--- src/rtl/mem_arb_pkg.sv ---
// Shared types and defaults for the two-requester memory arbiter.
package mem_arb_pkg;

    localparam int ADDR_W_DEF = 32;
    localparam int DATA_W_DEF = 32;
    localparam int MASK_W     = 8;

    typedef enum logic [1:0] {
        IDLE   = 2'd0,
        ACCESS = 2'd1,
        RESP   = 2'd2
    } state_t;

    typedef enum logic {
        OWN_IFU = 1'b0,
        OWN_LSU = 1'b1
    } owner_t;

endpackage

--- src/rtl/rr_arb2.sv ---
// Two-way round-robin grant: bit 0 = IFU, bit 1 = LSU; a tie goes to the
// requester that did not win last time.
module rr_arb2
    import mem_arb_pkg::*;
(
    input  logic [1:0] req,
    input  owner_t     last,
    output logic [1:0] grant
);

    // One-hot grant decode from the request pair and the previous winner
    always_comb begin
        grant = 2'b00;
        case (req)
            2'b01:   grant = 2'b01;
            2'b10:   grant = 2'b10;
            2'b11:   grant = (last == OWN_IFU) ? 2'b10 : 2'b01;
            default: grant = 2'b00;
        endcase
    end

endmodule

--- src/rtl/mem_arbiter.sv ---
// Arbitrates IFU and LSU onto the single memory port; one transaction in
// flight, each access held stable on the memory bus for LAT cycles.
module mem_arbiter
    import mem_arb_pkg::*;
#(
    parameter int ADDR_W = ADDR_W_DEF,
    parameter int DATA_W = DATA_W_DEF,
    parameter int LAT    = 1
) (
    input  logic              clk,
    input  logic              reset,
    input  logic              ifu_req_valid,
    output logic              ifu_req_ready,
    input  logic [ADDR_W-1:0] ifu_raddr,
    output logic              ifu_resp_valid,
    input  logic              ifu_resp_ready,
    output logic [DATA_W-1:0] ifu_rdata,
    input  logic              lsu_req_valid,
    output logic              lsu_req_ready,
    input  logic              lsu_wen,
    input  logic [ADDR_W-1:0] lsu_addr,
    input  logic [DATA_W-1:0] lsu_wdata,
    input  logic [MASK_W-1:0] lsu_wmask,
    output logic              lsu_resp_valid,
    input  logic              lsu_resp_ready,
    output logic [DATA_W-1:0] lsu_rdata,
    output logic              mem_valid,
    output logic              mem_wen,
    output logic [ADDR_W-1:0] mem_raddr,
    output logic [ADDR_W-1:0] mem_waddr,
    output logic [DATA_W-1:0] mem_wdata,
    output logic [MASK_W-1:0] mem_wmask,
    input  logic [DATA_W-1:0] mem_rdata
);

    // Width guarded so an illegal LAT still elaborates far enough to report
    localparam int CNT_W = (LAT < 1) ? 1 : $clog2(LAT + 1);
    localparam logic [CNT_W-1:0] CNT_LOAD = CNT_W'(LAT - 1);

    if (LAT < 1) begin : g_lat_illegal
        $error("mem_arbiter: LAT must be at least 1");
    end

    state_t            state_r;
    state_t            state_s;
    owner_t            owner_r;
    owner_t            last_r;
    logic              wen_r;
    logic [ADDR_W-1:0] addr_r;
    logic [DATA_W-1:0] wdata_r;
    logic [MASK_W-1:0] wmask_r;
    logic [DATA_W-1:0] rdata_r;
    logic [CNT_W-1:0]  cnt_r;
    logic [1:0]        grant_s;
    logic              accept_s;
    logic              resp_ready_s;
    logic              lsu_win_s;

    rr_arb2 u_rr_arb2 (
        .req   ({lsu_req_valid, ifu_req_valid}),
        .last  (last_r),
        .grant (grant_s)
    );

    assign ifu_req_ready = (state_r == IDLE) && grant_s[0];
    assign lsu_req_ready = (state_r == IDLE) && grant_s[1];
    assign accept_s      = ifu_req_ready || lsu_req_ready;
    assign lsu_win_s     = grant_s[1];
    assign resp_ready_s  = (owner_r == OWN_LSU) ? lsu_resp_ready : ifu_resp_ready;

    // Next-state decode for the IDLE -> ACCESS -> RESP sequence
    always_comb begin
        state_s = state_r;
        case (state_r)
            IDLE: begin
                if (accept_s) begin
                    state_s = ACCESS;
                end else begin
                    state_s = IDLE;
                end
            end
            ACCESS: begin
                if (cnt_r == {CNT_W{1'b0}}) begin
                    state_s = RESP;
                end else begin
                    state_s = ACCESS;
                end
            end
            RESP: begin
                if (resp_ready_s) begin
                    state_s = IDLE;
                end else begin
                    state_s = RESP;
                end
            end
            default: state_s = IDLE;
        endcase
    end

    // State, latched request payload, access counter and captured read data
    always_ff @(posedge clk) begin
        if (reset) begin
            state_r <= IDLE;
            owner_r <= OWN_IFU;
            last_r  <= OWN_IFU;
            wen_r   <= 1'b0;
            addr_r  <= {ADDR_W{1'b0}};
            wdata_r <= {DATA_W{1'b0}};
            wmask_r <= {MASK_W{1'b0}};
            rdata_r <= {DATA_W{1'b0}};
            cnt_r   <= {CNT_W{1'b0}};
        end else begin
            state_r <= state_s;
            case (state_r)
                IDLE: begin
                    if (accept_s) begin
                        owner_r <= lsu_win_s ? OWN_LSU : OWN_IFU;
                        last_r  <= lsu_win_s ? OWN_LSU : OWN_IFU;
                        wen_r   <= lsu_win_s && lsu_wen;
                        addr_r  <= lsu_win_s ? lsu_addr : ifu_raddr;
                        wdata_r <= lsu_win_s ? lsu_wdata : {DATA_W{1'b0}};
                        wmask_r <= (lsu_win_s && lsu_wen) ? lsu_wmask : {MASK_W{1'b0}};
                        cnt_r   <= CNT_LOAD;
                    end else begin
                        cnt_r   <= cnt_r;
                    end
                end
                ACCESS: begin
                    // Read data is sampled on the final cycle of the access
                    if (cnt_r == {CNT_W{1'b0}}) begin
                        rdata_r <= wen_r ? {DATA_W{1'b0}} : mem_rdata;
                    end else begin
                        cnt_r   <= cnt_r - CNT_W'(1);
                    end
                end
                default: begin
                    cnt_r <= cnt_r;
                end
            endcase
        end
    end

    assign mem_valid      = (state_r == ACCESS);
    assign mem_wen        = mem_valid && wen_r;
    assign mem_raddr      = addr_r;
    assign mem_waddr      = addr_r;
    assign mem_wdata      = wdata_r;
    assign mem_wmask      = mem_valid ? wmask_r : {MASK_W{1'b0}};

    assign ifu_resp_valid = (state_r == RESP) && (owner_r == OWN_IFU);
    assign lsu_resp_valid = (state_r == RESP) && (owner_r == OWN_LSU);
    assign ifu_rdata      = ifu_resp_valid ? rdata_r : {DATA_W{1'b0}};
    assign lsu_rdata      = lsu_resp_valid ? rdata_r : {DATA_W{1'b0}};

endmodule

--- config.mk ---
export PLATFORM = sky130hd
export DESIGN_NAME = mem_arbiter
export DESIGN_NICKNAME = d
export VERILOG_FILES = /design/src/rtl/mem_arb_pkg.sv /design/src/rtl/rr_arb2.sv /design/src/rtl/mem_arbiter.sv
export SDC_FILE = /design/constraint.sdc
export NUM_CORES = 1
export LEC_CHECK = 0
export ABC_CLOCK_PERIOD_IN_PS = 2900
export CAP_MARGIN = 5
export CORE_AREA = 3 3 122 124
export CTS_CLUSTER_SIZE = 14
export DETAILED_ROUTE_END_ITERATION = 10
export DIE_AREA = 0 0 125 127
export GPL_TIMING_DRIVEN = 0
export PLACE_DENSITY = 0.78
export RECOVER_POWER = 25
export SYNTH_ARGS = -nofsm -noshare
export SYNTH_HDL_FRONTEND = slang
export SYNTH_SLANG_ARGS = --single-unit
--- constraint.sdc ---
create_clock -name clk -period 2.9 [get_ports clk]
set_input_delay 0.87 -clock clk [delete_from_list [all_inputs] [get_ports clk]]
set_output_delay 0.87 -clock clk [all_outputs]
set_load 0.03 [all_outputs]
==> results.txt, run 1 <==
----------------------------------------------------
[Status]
  Result of the run ... finished, final reports clean

[Logic synthesis]
  Post-synthesis net count ... 719
  Synth warnings ... 0
  Synthesized netlist cell count ... 576
  Synthesized area per cell ... 8.54 sq um
  Post-Synthesis Cell Area ... 0.00492 sq mm
  EDFF count, synth ... 0
  Fraction of registers with async set or reset after synthesis ... 0
  Top flip-flop cell by instance count after synthesis ... sky130_fd_sc_hd__dfxtp_1
  #FFs+latches synth ... 108
  Share of the yosys chip area belonging to registers ... 0.439
  Count of cell types in the netlist ... 28

[Timing]
  Fmax ... 361 MHz
  Fin. max-slew vios ... 0
  Slew of the pin with the lowest slew margin ... 1.29 ns
  Final worst setup slack ... 0.130 ns
  Final Hold Viols ... 0
  Final period util ... 0.955
  Worst clock skew on the final layout ... 0.00756 ns
  Setup repair after global routing missed its margin ... no
  Rel. slew slack ... 0.140
  Total of endpoints with negative setup slack in the final report ... 0
  Time the worst path needs with I/O delays and setup ... 2.77 ns

[Drt]
  Post-route DRC violation count ... 0
  Vias per Instance ... 4.84
  Detail-routed net length per standard cell ... 16.7 um
  ANT nets after route ... 0
  Post-Route WL ... 18100 um
  Starting DRC count in detailed routing ... 311
  Number of iterations in the first detailed-routing pass ... 4
  Overall via count from detail_route ... 5254

[Finish]
  Ant. Diodes ... 0
  Final nets ... 1044
  Fin area ... 0.00838 sq mm
  Synth-to-Final Area Change ... 70.3%
  Layout cell share with drive strength beyond 1 ... 0.149

[Placed design]
  Routability cong. ... 0.825
  DPL Wire Length ... 14000 um
  Worst slack after detailed placement ... -0.700 ns
  IO Port Bufs ... 314
  Placement-stage cell area ... 0.00829 sq mm

[Worst setup path]
  Crit path launch ... state_r[1]
  Worst Path Max Fanout ... 10
  Data required time of the critical path ... 2.03 ns
  Element type at the critical path start ... flip-flop
  Crit-path max cell delay ... 0.36 ns
  Reg2Reg Launch Point ... state_r[1]
  Number of buffer and inverter instances along the worst setup path ... 3
  Logic depth of the worst register-to-register path ... 5
  Cell chain of the critical path ... clkbuf_4, nor3b_4, clkbuf_2, and2_1, clkdlybuf4s15_1
  Crit end category ... output port
  Logic depth of the worst path, buffers included ... 5
  CP top delay family ... buffers and inverters
  Arrival time worst endpoint ... 1.90 ns
  Critical-path cell with the highest stage delay ... sky130_fd_sc_hd__clkdlybuf4s15_1
  Worst Path Class, Setup ... flip-flop to output port

[Global route]
  Initial antenna violation count ... 0
  First-pass GRT wire length ... 28100 um
  Overall Global Routing Usage ... 0.218
  Overflow left after global routing ... 0
  Vias in the first global route ... 5248
  Pin count of the biggest net entering global routing ... 18

[Floorplan]
  Vert. Die Dim ... 127 um
  Io pins ... 317
  Standard-cell rows ... 43
  Floorplan Core Area ... 0.0139 sq mm
  Die Footprint ... 0.0159 sq mm
  Effective utilization at floorplan ... 0.355
  Die span in x ... 125 um

[Power]
  Standby leakage power ... 3.38 nW
  Worst IR Drop VDD ... 0.350 mV
  P per Cell Area ... 521 mW/mm^2
  Final Power ... 4.37 mW

[Hold path]
  Startpoint of the worst hold path ... rdata_r[26]
  Classification of the worst-slack hold path ... flip-flop to flip-flop
  Worst Hold Depth ... 2

[Flow run]
  Number of maximum-capacitance constraint violations ... 0

[Clocking]
  Root Buffer Master ... sky130_fd_sc_hd__clkbuf_16
  CTS tree ... built
  Clock input transition at the sequential cells of the worst setup and hold paths ... 0.07 ns
  Sink count of the clock tree ... 108
  Clock latency on the worst-skew pair ... 0.35 ns
  Clock buffer count from CTS ... 9
  Level count of the clock H-tree ... 3
  Maximum clock insertion buffer count ... 2

----------------------------------------------------
[state kept, by name, summed over array words and instances, names as in the netlist]
signal / cells
mem_wdata: 32
mem_raddr: 32
rdata_r: 32
wen_r: 1
state_r: 2
wmask_r: 8
last_r: 1
[worst reg2reg max path: stages (launching register included)]
cell and delay (ns):
sky130_fd_sc_hd__dfxtp_1 0.30, sky130_fd_sc_hd__clkbuf_4 0.17, sky130_fd_sc_hd__or3b_1 0.40, sky130_fd_sc_hd__a211oi_1 0.55, sky130_fd_sc_hd__clkbuf_1 0.48, sky130_fd_sc_hd__a22o_1 0.23
[synth_stat cells (2+ instances only)]
cell                       number  share of area
sky130_fd_sc_hd__a21boi_1       2         0.0031
sky130_fd_sc_hd__buf_4         34          0.052
sky130_fd_sc_hd__a21oi_1       76          0.077
sky130_fd_sc_hd__clkbuf_1      30          0.023
sky130_fd_sc_hd__nand3_1        8         0.0081
sky130_fd_sc_hd__and2_1        73          0.093
sky130_fd_sc_hd__nand2_1       98          0.075
sky130_fd_sc_hd__nor2_1         3         0.0023
sky130_fd_sc_hd__nand3b_1      33          0.050
sky130_fd_sc_hd__buf_6          4         0.0092
sky130_fd_sc_hd__a22o_1        32          0.057
sky130_fd_sc_hd__o21ai_0        9         0.0092
sky130_fd_sc_hd__or2_1          2         0.0025
sky130_fd_sc_hd__buf_1          3         0.0023
sky130_fd_sc_hd__inv_1          2         0.0015
sky130_fd_sc_hd__dfxtp_1      108           0.44
sky130_fd_sc_hd__nor3b_1        2         0.0031
sky130_fd_sc_hd__a311oi_1      33          0.059
sky130_fd_sc_hd__buf_2         15          0.015
[metrics by stage]
| step | TNS, ns | utilization | hold slack, ns | instances |
|---|---|---|---|---|
| after floorplan | 0 | - | 0.436 | 576 |
| after global placement | -23.48 | 0.597 | 0.446 | 1070 |
| after detailed placement | -23.83 | 0.597 | 0.453 | 1070 |
| after CTS | 0 | 0.621 | 0.463 | 1087 |
| after global routing | 0 | 0.604 | 0.474 | 1086 |
| final | 0 | 0.604 | 0.462 | 1086 |
[final timing paths]
| path | to | slack, ns |
|---|---|---|
| worst min register to register | rdata_r[26] | 0.46 |
| worst max register to register | mem_wdata[31] | 0.70 |
| worst min-delay path | rdata_r[26] | 0.46 |
| worst max-delay path | ifu_rdata[22] | 0.13 |
[kinds of logic after synthesis]
group	Yosys count	share of synthesized area
simple gates	224	0.243
compound gates	155	0.213
buf+inv	88	0.103
flops	108	0.439
mux	1	0.00203
[what timing repair did]
item | CTS | global route
hold buffers | 0 | 0
pin swaps | 1 | 0
endpoints found under the setup margin | 78 | 70
gates resized for setup | 144 | 90
buffers inserted | 3 | 0
[where the power goes]
group          leakage [nW]  switching, mW  internal (mW)
sequential            0.887         0.0959           1.61
combinational          2.34          0.705          0.633
clock                 0.155          0.562          0.763
[layout make-up]
type                            count  area (sq um)
Inverter                            2          10.0
Tap cell                          180           225
Clock inverter                      5          82.6
Clock buffer                       11           233
Timing Repair Buffer              317          2930
Multi-Input combinational cell    380          2260
Sequential cell                   108          2160
Fill cell                        1311          5500
Buffer                             83           479
[metal layers]
layer | GRT usage | wire length, um | up-vias
met5 | 0 | 0 | -
met4 | 0.0784 | 349 | 0
met1 | 0.256 | 7210 | 2399
li1 | - | - | 2613
met2 | 0.385 | 9180 | 219
met3 | 0.0581 | 1350 | 23
[cell usage in the layout, fill, tap and decap left out, types with 2 or more instances in the layout]
cell type	n
sky130_fd_sc_hd__clkbuf_2	46
sky130_fd_sc_hd__nand3_1	8
sky130_fd_sc_hd__buf_1	3
sky130_fd_sc_hd__a21oi_1	76
sky130_fd_sc_hd__a311oi_1	33
sky130_fd_sc_hd__or2_1	2
sky130_fd_sc_hd__buf_4	36
sky130_fd_sc_hd__dlygate4sd2_1	13
sky130_fd_sc_hd__and2_1	73
sky130_fd_sc_hd__clkbuf_16	9
sky130_fd_sc_hd__clkbuf_4	3
sky130_fd_sc_hd__clkdlybuf4s15_2	10
sky130_fd_sc_hd__clkbuf_1	29
sky130_fd_sc_hd__buf_2	16
sky130_fd_sc_hd__nor3b_4	2
sky130_fd_sc_hd__clkdlybuf4s15_1	7
sky130_fd_sc_hd__buf_6	2
sky130_fd_sc_hd__clkdlybuf4s18_2	2
sky130_fd_sc_hd__nand2_1	98
sky130_fd_sc_hd__bufinv_16	2
sky130_fd_sc_hd__clkdlybuf4s50_1	235
sky130_fd_sc_hd__a21boi_1	2
sky130_fd_sc_hd__inv_6	2
sky130_fd_sc_hd__nor2_1	3
sky130_fd_sc_hd__o21ai_0	9
sky130_fd_sc_hd__a22o_1	32
sky130_fd_sc_hd__nand3b_1	33
sky130_fd_sc_hd__dfxtp_1	108
Power figures use the tool's default switching activity.
==> inputs of run 2 (changes only) <==
ABC_CLOCK_PERIOD_IN_PS = 3000   (was 2900)
CORE_AREA = 3 3 123 125   (was 3 3 122 124)
DIE_AREA = 0 0 126 128   (was 0 0 125 127)
PLACE_DENSITY = 0.77   (was 0.78)
clock period = 3 ns   (was 2.9 ns; I/O delays follow)
==> run 2 against run 1 <==
Net effect: combinational power hardly changed; clock-buffer cell count is 2 lower; largest cell class unchanged; die area is 1.6% higher; flip-flop and latch count stayed put; highest routed layer unchanged; critical path depth is 1 higher; cell count is 0.18% higher; first-iteration DRC count is 22% lower; clock skew is 0.0013 ns lower; setup slack worse by 0.0096 ns; total power is 3.6% lower; largest power group unchanged; non-clock buffer count is 4 higher.
==> results.txt, run 2 (same netlist as run 1, synthesis figures left out) <==
----------------------------------------------------
[Clocking]
  Clock latency on the worst-skew pair ... 0.35 ns
  Clock input transition at the sequential cells of the worst setup and hold paths ... 0.07 ns
  Cts hold-fix bufs ... 0
  Clock buffer count from CTS ... 9
  Maximum clock insertion buffer count ... 2
  CTS tree ... built
  Sink count of the clock tree ... 108
  Root Buffer Master ... sky130_fd_sc_hd__clkbuf_16
  Level count of the clock H-tree ... 3

[Global route]
  First-pass GRT wire length ... 28900 um
  Pin count of the biggest net entering global routing ... 17
  Vias in the first global route ... 5304
  Initial antenna violation count ... 0
  Overflow left after global routing ... 0
  Overall Global Routing Usage ... 0.223

[Power]
  Standby leakage power ... 3.50 nW
  Share of power burned in the clock network ... 0.298
  Net switching power of the design ... 1.31 mW
  P per Cell Area ... 491 mW/mm^2
  Part of the power in combinational logic ... 0.310
  Switching part of the total power ... 0.312
  Worst IR Drop VDD ... 0.268 mV
  Share of total power in sequential cells ... 0.391
  Internal power of the cells ... 2.90 mW

[Worst setup path]
  Crit path launch ... last_r
  Worst Path Class, Setup ... flip-flop to output port
  Element type at the critical path start ... flip-flop
  Crit end category ... output port
  Worst Path Max Fanout ... 10
  Reg2Reg Launch Point ... state_r[1]
  Arrival time worst endpoint ... 1.98 ns
  Data required time of the critical path ... 2.10 ns

[Timing]
  Slew of the pin with the lowest slew margin ... 1.33 ns
  Time the worst path needs with I/O delays and setup ... 2.88 ns
  Rel. slew slack ... 0.110
  Fin. max-slew vios ... 0
  Final period util ... 0.960
  Setup repair after global routing missed its margin ... no
  Fmax ... 347 MHz
  Total of endpoints with negative setup slack in the final report ... 0
  Worst clock skew on the final layout ... 0.00623 ns
  Final Hold Viols ... 0
  Final worst setup slack ... 0.120 ns

[Floorplan]
  Standard-cell rows ... 43
  Vert. Die Dim ... 128 um
  Floorplan Core Area ... 0.0140 sq mm
  Die span in x ... 126 um
  Io pins ... 317
  Die Footprint ... 0.0161 sq mm
  Effective utilization at floorplan ... 0.352

[Drt]
  Post-Route WL ... 18600 um
  Number of iterations in the first detailed-routing pass ... 5
  Detail-routed net length per standard cell ... 17.1 um
  Overall via count from detail_route ... 5340
  Vias per Instance ... 4.91
  Starting DRC count in detailed routing ... 242
  ANT nets after route ... 0
  Post-route DRC violation count ... 0

[Finish]
  Layout cell share with drive strength beyond 1 ... 0.121
  Most frequent cells in the layout ... sky130_fd_sc_hd__clkdlybuf4s50_1 (235), sky130_fd_sc_hd__dfxtp_1 (108), sky130_fd_sc_hd__nand2_1 (98)
  Synth-to-Final Area Change ... 74.1%
  Fin area ... 0.00857 sq mm
  Layout filler cell count ... 1303
  Most common cell after layout, fill and taps aside ... sky130_fd_sc_hd__clkdlybuf4s50_1
  Fin util ... 0.613
  Ant. Diodes ... 0
  Final nets ... 1048

[Placed design]
  IO Port Bufs ... 314
  Routability cong. ... 0.810
  Worst slack after detailed placement ... -0.672 ns
  Placement-stage cell area ... 0.00829 sq mm
  DPL Wire Length ... 14300 um

[Hold path]
  Classification of the worst-slack hold path ... flip-flop to flip-flop
  Startpoint of the worst hold path ... rdata_r[3]

[Status]
  Result of the run ... finished, final reports clean

[Flow run]
  Number of maximum-capacitance constraint violations ... 0

----------------------------------------------------
==> run 2: repair_timing <==
action	4_1_cts	5_1_grt
buffers inserted	6	2
endpoints found under the setup margin	78	65
pin swaps	1	1
resized for setup	142	29
==> run 2: layout make-up <==
class | count | area, sq um | share of cell area
sequential | 108 | 2160 | 0.252
timing repair buffer | 322 | 3130 | 0.366
clock inverter | 5 | 78.8 | 0.00920
multi-input combinational | 380 | 2270 | 0.265
clock buffer | 9 | 225 | 0.0263
inverter | 2 | 11.3 | 0.00131
buffer | 82 | 464 | 0.0542
tap | 180 | 225 | 0.0263
==> run 2: metrics by stage <==
step	setup TNS, ns	instances	hold slack [ns]	total power, mW
2_1_floorplan	0	576	0.436	2.38
3_3_place_gp	-17.15	1070	0.446	2.98
3_5_place_dp	-18.25	1070	0.449	2.99
4_1_cts	0	1088	0.459	4.24
5_1_grt	0	1088	0.479	4.39
6_report	0	1088	0.457	4.21
==> run 2: path summary, 6_finish.rpt <==
| check | to | slack (ns) | depth (start not counted) |
|---|---|---|---|
| worst min register to register | rdata_r[3] | 0.46 | 2 |
| worst min-delay path | rdata_r[3] | 0.46 | 2 |
| worst max-delay path | lsu_rdata[25] | 0.12 | 6 |
| worst max register to register | mem_wdata[31] | 0.81 | 5 |
==> run 2: critical path, stage by stage, from the launching register on <==
cell                              delay, ns
sky130_fd_sc_hd__dfxtp_1               0.31
sky130_fd_sc_hd__buf_4                 0.18
sky130_fd_sc_hd__inv_1                 0.10
sky130_fd_sc_hd__nor3b_4               0.31
sky130_fd_sc_hd__clkbuf_2              0.24
sky130_fd_sc_hd__and2_1                0.14
sky130_fd_sc_hd__clkdlybuf4s15_1       0.36
==> run 2: power by group through the flow <==
stage / clock [mW] / sequential [mW] / combinational [mW]
final: 1.26 / 1.65 / 1.31
after global routing: 1.33 / 1.66 / 1.39
after CTS: 1.27 / 1.65 / 1.32
after detailed placement: 0 / 1.68 / 1.31
after global placement: 0 / 1.68 / 1.30
after floorplan: 0 / 1.82 / 0.557
==> run 2: routing by layer <==
| metal | GRT usage | part of all wire | up-vias |
|---|---|---|---|
| li1 | - | - | 2616 |
| met1 | 0.274 | 0.42 | 2490 |
| met2 | 0.392 | 0.50 | 212 |
| met3 | 0.0483 | 0.062 | 22 |
| met4 | 0.0700 | 0.019 | 0 |
| met5 | 0 | 0 | - |
==> inputs of run 3 (changes only) <==
ABC_CLOCK_PERIOD_IN_PS = 2600   (was 3000)
CORE_AREA = unset   (was 3 3 123 125)
CORE_ASPECT_RATIO = 0.9   (was unset)
CORE_MARGIN = 3   (was unset)
CORE_UTILIZATION = 33   (was unset)
DIE_AREA = unset   (was 0 0 126 128)
clock period = 2.6 ns   (was 3 ns; I/O delays follow)
==> run 3 against run 2 <==
Net effect: sequential power rose by 15%; sequential share of layout area fell by 0.092 points; setup slack got worse by 0.067 ns; routed wire length rose by 0.21%; largest cell class unchanged; first-iteration DRC count fell by 0.41%; critical path depth fell by 2.
==> results.txt, run 3 (same netlist as run 1, synthesis figures left out) <==
----------------------------------------------------
[Timing]
  Slew of the pin with the lowest slew margin ... 0.757 ns
  Total of endpoints with negative setup slack in the final report ... 0
  Fmax ... 393 MHz
  Final worst setup slack ... 0.0534 ns
  Final Hold Viols ... 0
  Worst clock skew on the final layout ... 0.00872 ns
  Fin. max-slew vios ... 0
  Final period util ... 0.979
  Time the worst path needs with I/O delays and setup ... 2.55 ns
  Rel. slew slack ... 0.494

[Clocking]
  Level count of the clock H-tree ... 3
  Clock latency on the worst-skew pair ... 0.35 ns
  Sink count of the clock tree ... 108
  Clock input transition at the sequential cells of the worst setup and hold paths ... 0.07 ns
  Root Buffer Master ... sky130_fd_sc_hd__clkbuf_16
  CTS tree ... built
  Clock buffer count from CTS ... 9
  Maximum clock insertion buffer count ... 2
  Cts hold-fix bufs ... 0

[Worst setup path]
  Worst Path Max Fanout ... 7
  Crit-path max cell delay ... 0.42 ns
  Critical-path cell with the highest stage delay ... sky130_fd_sc_hd__or3b_4
  Data required time of the critical path ... 1.82 ns
  Logic depth of the worst register-to-register path ... 7
  Element type at the critical path start ... input pin
  Worst Path Class, Setup ... input pin to output port
  Cell chain of the critical path ... clkdlybuf4s15_2, or3b_4, a21oi_1, buf_4
  Number of buffer and inverter instances along the worst setup path ... 2
  Arrival time worst endpoint ... 1.77 ns
  Worst reg2reg endpoint ... mem_raddr[4]
  Worst-case register-to-register setup slack ... 0.60 ns
  Reg2Reg Launch Point ... state_r[1]
  CP top delay family ... buffers and inverters
  Crit end category ... output port

[Status]
  Result of the run ... finished, final reports clean

[Global route]
  Overflow left after global routing ... 0
  Vias in the first global route ... 5194
  Initial antenna violation count ... 0
  Pin count of the biggest net entering global routing ... 21
  Overall Global Routing Usage ... 0.218
  First-pass GRT wire length ... 28200 um

[Placed design]
  Worst slack after detailed placement ... -0.848 ns
  DPL Wire Length ... 14100 um
  Routability cong. ... 0.858
  IO Port Bufs ... 314
  Cell total after placement ... 1083

[Floorplan]
  Floorplan Core Area ... 0.0143 sq mm
  Die Footprint ... 0.0164 sq mm
  Die span in x ... 135 um
  Vert. Die Dim ... 122 um
  Standard-cell rows ... 41
  Effective utilization at floorplan ... 0.344
  Io pins ... 317

[Finish]
  Most frequent cells in the layout ... sky130_fd_sc_hd__clkdlybuf4s50_1 (235), sky130_fd_sc_hd__dfxtp_1 (108), sky130_fd_sc_hd__nand2_1 (98)
  Post-route non-filler standard cell count ... 1114
  Layout cell share with drive strength beyond 1 ... 0.194
  Synth-to-Final Area Change ... 74.8%
  Final nets ... 1059
  Most common cell after layout, fill and taps aside ... sky130_fd_sc_hd__clkdlybuf4s50_1
  Fin util ... 0.601
  Layout filler cell count ... 1301
  Multi-input gate area ... 0.00229 sq mm
  Ant. Diodes ... 0
  Register area ... 0.00216 sq mm

[Power]
  P per Cell Area ... 558 mW/mm^2
  Standby leakage power ... 3.50 nW
  Worst IR Drop VDD ... 0.413 mV

[Drt]
  Starting DRC count in detailed routing ... 241
  Vias per Instance ... 4.84
  Post-Route WL ... 18700 um
  Detail-routed net length per standard cell ... 16.7 um
  Post-route DRC violation count ... 0
  ANT nets after route ... 0
  Number of iterations in the first detailed-routing pass ... 4
  Overall via count from detail_route ... 5387

[Hold path]
  Worst Hold Depth ... 2
  Hold Path Sink ... rdata_r[15]
  Classification of the worst-slack hold path ... flip-flop to flip-flop
  Startpoint of the worst hold path ... rdata_r[15]

[Flow run]
  Number of maximum-capacitance constraint violations ... 0

----------------------------------------------------
==> run 3: cell types whose count changed in the layout (fill, tap and decap cells not counted), moves of 7 or more <==
| cell | previous run | this run |
|---|---|---|
| sky130_fd_sc_hd__buf_2 | 14 | 35 |
| sky130_fd_sc_hd__buf_4 | 42 | 78 |
| sky130_fd_sc_hd__buf_6 | 1 | 15 |
| sky130_fd_sc_hd__clkbuf_1 | 29 | 22 |
| sky130_fd_sc_hd__clkdlybuf4s15_1 | 12 | 1 |
| sky130_fd_sc_hd__clkdlybuf4s15_2 | 17 | 8 |
| sky130_fd_sc_hd__dlygate4sd2_1 | 36 | 2 |
==> run 3: layout make-up <==
| cell class | count | share of cell area |
|---|---|---|
| well taps | 193 | 0.0281 |
| inverters | 2 | 0.00131 |
| clock inverters | 7 | 0.00786 |
| clock buffers | 9 | 0.0262 |
| repair buffers | 331 | 0.357 |
| flip-flops and latches | 108 | 0.251 |
| plain buffers | 84 | 0.0621 |
| multi-input cells | 380 | 0.266 |
==> run 3: tightest hold or removal path, delay by kind of cell, from the launching register on <==
kind	cells	cell delay, ns
flops	1	0.32
compound gates	1	0.05
simple gates	1	0.05
==> run 3: how the worst max path moves through the flow <==
stage	cells after the start	from	to
final	4	lsu_req_valid	lsu_req_ready
after global routing	6	state_r[1]	mem_wmask[6]
after CTS	6	state_r[0]	ifu_req_ready
after detailed placement	4	lsu_req_valid	lsu_req_ready
after global placement	4	lsu_req_valid	lsu_req_ready
after floorplan	5	last_r	lsu_rdata[22]
==> run 3: through the flow <==
stage | hold slack [ns] | area (sq um) | power [mW] | TNS, ns
floorplan | 0.436 | 4920 | 2.74 | 0
global placement | 0.445 | 8310 | 3.43 | -40.22
detailed placement | 0.449 | 8310 | 3.44 | -41.05
CTS | 0.470 | 8580 | 4.82 | -0.0129
global route | 0.486 | 8600 | 5.03 | -0.0101
finish | 0.462 | 8600 | 4.80 | 0
==> run 3: routing by layer <==
layer  global-route usage  up-vias  wire length (um)
met4               0.0611        0               408
met3               0.0661       24              1310
met5                    0        -                 0
met2                0.370      239              9150
li1                     -     2643                 -
met1                0.268     2481              7780
==> run 3: timing repair <==
item                                   in CTS  in global routing
resized for setup                         342                100
setup buffers                               9                  7
setup endpoints to repair                  78                 74
cloned                                      1                  0
endpoints found under the hold margin       0                  0
pin swaps                                   2                  2
==> run 3: where the power goes <==
group	total, mW	internal (mW)	switching [mW]	leakage [nW]
logic	1.55	0.749	0.801	2.46
clock network	1.35	0.674	0.671	0.145
registers	1.90	1.79	0.105	0.887
total	4.80	3.22	1.58	3.50
